<file path="config.mk">
export PLATFORM = sky130hd
export DESIGN_NAME = std_mult_seq
export DESIGN_NICKNAME = d
export VERILOG_FILES = /design/src/rtl/std_mult_seq.sv
export SDC_FILE = /design/constraint.sdc
export NUM_CORES = 1
export LEC_CHECK = 0
export BUFFER_PORTS_ARGS = -buffer_cell sky130_fd_sc_hd__buf_2
export CORE_MARGIN = 3
export CORE_UTILIZATION = 62
export CTS_CLUSTER_DIAMETER = 50
export DETAILED_ROUTE_END_ITERATION = 6
export PLACE_DENSITY_LB_ADDON = 0.2
export SETUP_SLACK_MARGIN = 0.2
export SLEW_MARGIN = 15
export SYNTH_ARGS = -nofsm -noshare
export SYNTH_HDL_FRONTEND = slang
export SYNTH_SLANG_ARGS = --single-unit
</file>
<file path="constraint.sdc">
create_clock -name clk -period 5.8 [get_ports clk]
set_input_delay 0.58 -clock clk [delete_from_list [all_inputs] [get_ports clk]]
set_output_delay 0.58 -clock clk [all_outputs]
set_load 0.05 [all_outputs]
</file>
<file path="src/rtl/std_mult_seq.sv">
// std_mult_seq
// -----------------------------------------------------------------------------
// Sequential unsigned shift-and-add multiplier with a go/done handshake.
// One adder is shared across all steps, so latency depends on the data: the
// loop ends as soon as either the shifted multiplicand or the shifted
// multiplier reaches zero. The result is the low `width` bits of left*right.
//
// Parameters:
//   width  - operand and result width in bits (default 32)
//
// Ports:
//   clk    in   1      rising-edge clock
//   reset  in   1      asynchronous active-high reset
//   go     in   1      request, held high by the controller until done is seen
//   left   in   width  multiplicand, sampled only at the start edge
//   right  in   width  multiplier, sampled only at the start edge
//   out    out  width  product (low width bits), held until next start/abort
//   done   out  1      one-cycle completion pulse
//
// Optional build macro:
//   STD_MULT_SEQ_CHECK_EN - adds a simulation-only shadow product that is
//   compared against out whenever done is high. Has no effect on out, done
//   or latency. Leave undefined for synthesis.
// -----------------------------------------------------------------------------
module std_mult_seq #(
  parameter int width = 32
) (
  input  logic             clk,
  input  logic             reset,
  input  logic             go,
  input  logic [width-1:0] left,
  input  logic [width-1:0] right,
  output logic [width-1:0] out,
  output logic             done
);

  typedef enum logic [1:0] {
    IDLE = 2'd0,
    RUN  = 2'd1,
    DONE = 2'd2
  } state_t;

  state_t           state, state_next;
  logic [width-1:0] mcand, mcand_next;
  logic [width-1:0] mplier, mplier_next;
  logic [width-1:0] acc, acc_next;
  logic [width-1:0] out_next;
  logic             done_next;

  // All architectural state, including the registered outputs, lives here so
  // that out and done never have a combinational path from any input.
  always_ff @(posedge clk or posedge reset) begin
    if (reset) begin
      state  <= IDLE;
      mcand  <= '0;
      mplier <= '0;
      acc    <= '0;
      out    <= '0;
      done   <= 1'b0;
    end else begin
      state  <= state_next;
      mcand  <= mcand_next;
      mplier <= mplier_next;
      acc    <= acc_next;
      out    <= out_next;
      done   <= done_next;
    end
  end

  // Next-state and datapath control. Registers hold by default and done is a
  // pulse, so it defaults low. In RUN an abort outranks completion, and
  // completion is detected before stepping: once either shifted operand is
  // zero no further partial products can contribute, which is what makes the
  // latency data dependent.
  always_comb begin
    state_next  = state;
    mcand_next  = mcand;
    mplier_next = mplier;
    acc_next    = acc;
    out_next    = out;
    done_next   = 1'b0;

    case (state)
      IDLE: begin
        if (go) begin
          mcand_next  = left;
          mplier_next = right;
          acc_next    = '0;
          state_next  = RUN;
        end
      end

      RUN: begin
        if (!go) begin
          out_next   = '0;
          state_next = IDLE;
        end else if (mplier == '0 || mcand == '0) begin
          out_next   = acc;
          done_next  = 1'b1;
          state_next = DONE;
        end else begin
          if (mplier[0]) begin
            acc_next = acc + mcand;
          end
          mcand_next  = mcand << 1;
          mplier_next = mplier >> 1;
        end
      end

      DONE: begin
        state_next = IDLE;
      end

      default: begin
        state_next = IDLE;
      end
    endcase
  end

`ifdef STD_MULT_SEQ_CHECK_EN
  logic [width-1:0] shadow;
  logic [width-1:0] shadow_left;
  logic [width-1:0] shadow_right;

  // Reference product captured alongside the operands at the start edge.
  always_ff @(posedge clk or posedge reset) begin
    if (reset) begin
      shadow       <= '0;
      shadow_left  <= '0;
      shadow_right <= '0;
    end else if (state == IDLE && go) begin
      shadow       <= left * right;
      shadow_left  <= left;
      shadow_right <= right;
    end
  end

  // Compare the delivered product against the reference while done is high.
  always @(posedge clk) begin
    if (!reset && done && (out !== shadow)) begin
      $error("std_mult_seq: %0d * %0d expected %0d computed %0d",
             shadow_left, shadow_right, shadow, out);
    end
  end
`endif

endmodule

</file>
==> impl_metrics.toml <==
[detailed_routing]
top_layer_used = "met4"
post-route-drc-count = 0
dr_wl_met2_um = 8560
drtPass1Iterations = 5
final_antenna_net_count = 0
wl_met3_um = 1150
totalWireLength_um = 17900
first_iter_violations = 484
num_vias = 6388
drt-met1-wl_um = 7700
routed_via_density = 6.26
wire_per_inst_um = 17.6

[final_layout]
n_fill_cell = 771
design_area_um2 = 8240
drive_above_1_share = 0.169
multi_input_area_um2 = 3610
area_growth_pct = 16.0
final_util = 0.747
nets = 968
antennaDiodeCount = 0
register_area_um2 = 3280

[critical_path]
cp.arrival_ns = 3.50
path_buf_inv = 0
critPathLaunchType = "flip-flop"
crit_slowest_cell = "a2111oi_0"
path_common_cell = "o211ai_1"
crit_family = "compound AO/OA/AOI/OAI gates"
end_kind = "flip-flop"
path_cells = "ha_1, a21oi_1, o211ai_1, a2111oi_0, o211ai_1, a31o_2, a211oi_2, mux2_2, a311o_1"
required_ns = 6.10
crit_path_max_fanout = 6
worst-setup-path-type = "flip-flop to flip-flop"
cp_slowest_stage_delay_ns = 0.45

[clock_network]
cts_sinks = 131
cts_buffers = 17
clk_latency_ns = 0.43
clock-root-buffer = "clkbuf_16"
ctsHoldBuffers = 0
cts_htree_levels = 4
cts_resized = 0
cts_setup_buffers = 0
clk_pin_slew_ns = 0.06
cts_tree = "done"
cts_max_path_buffers = 2

[pwr]
internal_power_mw = 2.27
seq_power_share = 0.344
combPwrFrac = 0.367
powerDensity_nw_per_um2 = 431
clock_power_share = 0.290
switching_share = 0.361
peakVddDrop_v = 0.000249
p_sw_mw = 1.28
power.leakage_nw = 4.00

[floorplan]
die_height_um = 113
core-area_um2 = 11000
start_util = 0.644
ios = 100
core.rowCount = 38
die_w_um = 113
die_area_um2 = 12800

[timing]
worst_pin_slew_ns = 1.14
tns_ns = 0
rsz0062_at_grt = "no"
max_freq_mhz = 313
hold_violations = 0
period_share = 0.551
slew_viol_final = 0
setup_ws_ns = 2.60
setup_viol = 0
fin_crit_ns = 3.20
skew_ns = 0.0178
relSlewSlack = 0.240

[grt]
grt_pass1_wl_um = 29600
antenna_found_initial = 0
grt-ovfl-total = 0
grtUsageTotal = 0.290
grt_pass1_vias = 6146
grt_max_degree = 130

[logic_synthesis]
synth.distinct_cells = 53
synth_nets = 894
synth-async-reset-ratio = 1.00
synth_edf_count = 0
synthCells = 795
yosys.area.top_type_share = 0.461
synth_area_per_cell_um2 = 8.94
ys.flop_type = "dfrtp_1"
ys_top_cells_by_area = "dfrtp_1 (46%), nand2_1 (8.5%), a22o_1 (5.8%)"
yosysTopAreaCell = "dfrtp_1"
synth-seq-cells = 131
yosysWarnings = 0
syn-cell-area_um2 = 7110
ys_seq_area_frac = 0.461

[status]
outcome = "complete, no violations"

[worst_hold_path]
hold_class = "input pin to asynchronous set/reset pin"

[placement]
dp_hpwl_um = 12100
io_buffers = 99
post-place-ws_ns = 2.68
routabilityCongestion = 0.992
postPlaceCellArea_um2 = 7670

[flow_run]
drv_cap = 0
==> through the flow <==
stage               hold WS [ns]  instances  total power [mW]
floorplan                  0.470        795              2.20
global placement           0.482        990              2.44
detailed placement         0.485        990              2.48
CTS                        0.304       1021              3.52
global route               0.340       1021              3.75
finish                     0.283       1021              3.55
==> power groups by stage <==
| stage | clock network (mW) | logic, mW | registers, mW |
|---|---|---|---|
| after floorplan | 0 | 1.03 | 1.17 |
| after global placement | 0 | 1.22 | 1.22 |
| after detailed placement | 0 | 1.25 | 1.23 |
| after CTS | 1.03 | 1.27 | 1.22 |
| after global routing | 1.07 | 1.44 | 1.24 |
| final | 1.03 | 1.30 | 1.22 |
==> final cells by class <==
class,count,share of cell area
Multi-Input combinational cell,598,0.438
Sequential cell,131,0.398
Timing Repair Buffer,107,0.0674
Clock buffer,27,0.0634
Tap cell,140,0.0213
Inverter,14,0.00668
Clock inverter,4,0.00546
==> synth_stat cells (2+ instances only) <==
master	instances
ha_1	31
o31ai_1	10
and2_1	2
a31o_2	3
a21oi_1	34
a31oi_1	64
o22ai_1	2
buf_1	5
a41oi_1	2
o41ai_1	2
a21o_1	19
o21ai_1	2
a2111oi_0	2
nor4_1	18
o211ai_1	5
o21ai_0	18
xor2_1	12
o21a_1	4
and3_1	5
o31a_1	3
a221o_1	2
nand2_1	161
nor2b_1	9
and4_1	2
nor3_1	4
nand4_1	10
o21bai_1	2
nand3_1	10
nor2_1	80
clkbuf_1	41
a211oi_1	3
buf_2	6
inv_1	14
a22o_1	47
dfrtp_1	131
nand2b_1	3
xnor2_1	10
or2_2	2
==> routing by layer <==
layer / track usage / up-vias
met2: 0.467 / 247
met4: 0.135 / 0
li1: - / 3032
met3: 0.0658 / 46
met1: 0.374 / 3063
met5: 0 / -
==> registers in the layout (all words and copies together) (netlist names) <==
name    flops
done        1
state       2
acc        32
mcand      32
mplier     32
out        32
==> final timing paths <==
kind	start	end	slack (ns)	cells past startpoint
setup / recovery	mcand[18]$_DFFE_PP0P_	acc[31]$_DFFE_PP0P_	2.60	9
hold / removal	reset	out[31]$_DFFE_PP0P_	0.28	2
setup reg to reg	mcand[18]$_DFFE_PP0P_	acc[31]$_DFFE_PP0P_	2.60	9
hold reg to reg	out[15]$_DFFE_PP0P_	out[15]$_DFFE_PP0P_	0.50	1
max in group asynchronous	reset	acc[6]$_DFFE_PP0P_	4.14	3
min in group clk	left[9]	mcand[9]$_DFFE_PP0P_	0.39	3
==> layout by cell type, fill, tap and decap left out, types with 18 or more instances in the layout <==
cell type / count
a22o_1: 47
a21o_1: 19
nand2_1: 161
o21ai_0: 18
nor2_1: 80
a21oi_1: 34
nor4_1: 18
dfrtp_1: 131
a31oi_1: 64
ha_1: 31
buf_2: 99
==> cells by family (layout without fill, tap and decap cells) <==
logic type               count (synthesis)  in the layout  share of synthesized area
adder cells (fa/ha/maj)                 32             32                     0.0574
AND/OR/NAND/NOR                        311            311                      0.188
flip-flops                             131            131                      0.461
multiplexers                             1              1                    0.00158
AO/OA/AOI/OAI                          232            232                      0.229
buffers and inverters                   66            152                     0.0359
XOR/XNOR                                22             22                     0.0271
==> worst register-to-register path, delay by kind of cell (launching register included) <==
| kind | cells | cell delay, ns |
|---|---|---|
| muxes | 1 | 0.36 |
| DFF | 1 | 0.43 |
| adders and majority gates | 1 | 0.40 |
| AOI/OAI and AO/OA | 7 | 1.88 |
Power figures use the tool's default switching activity.
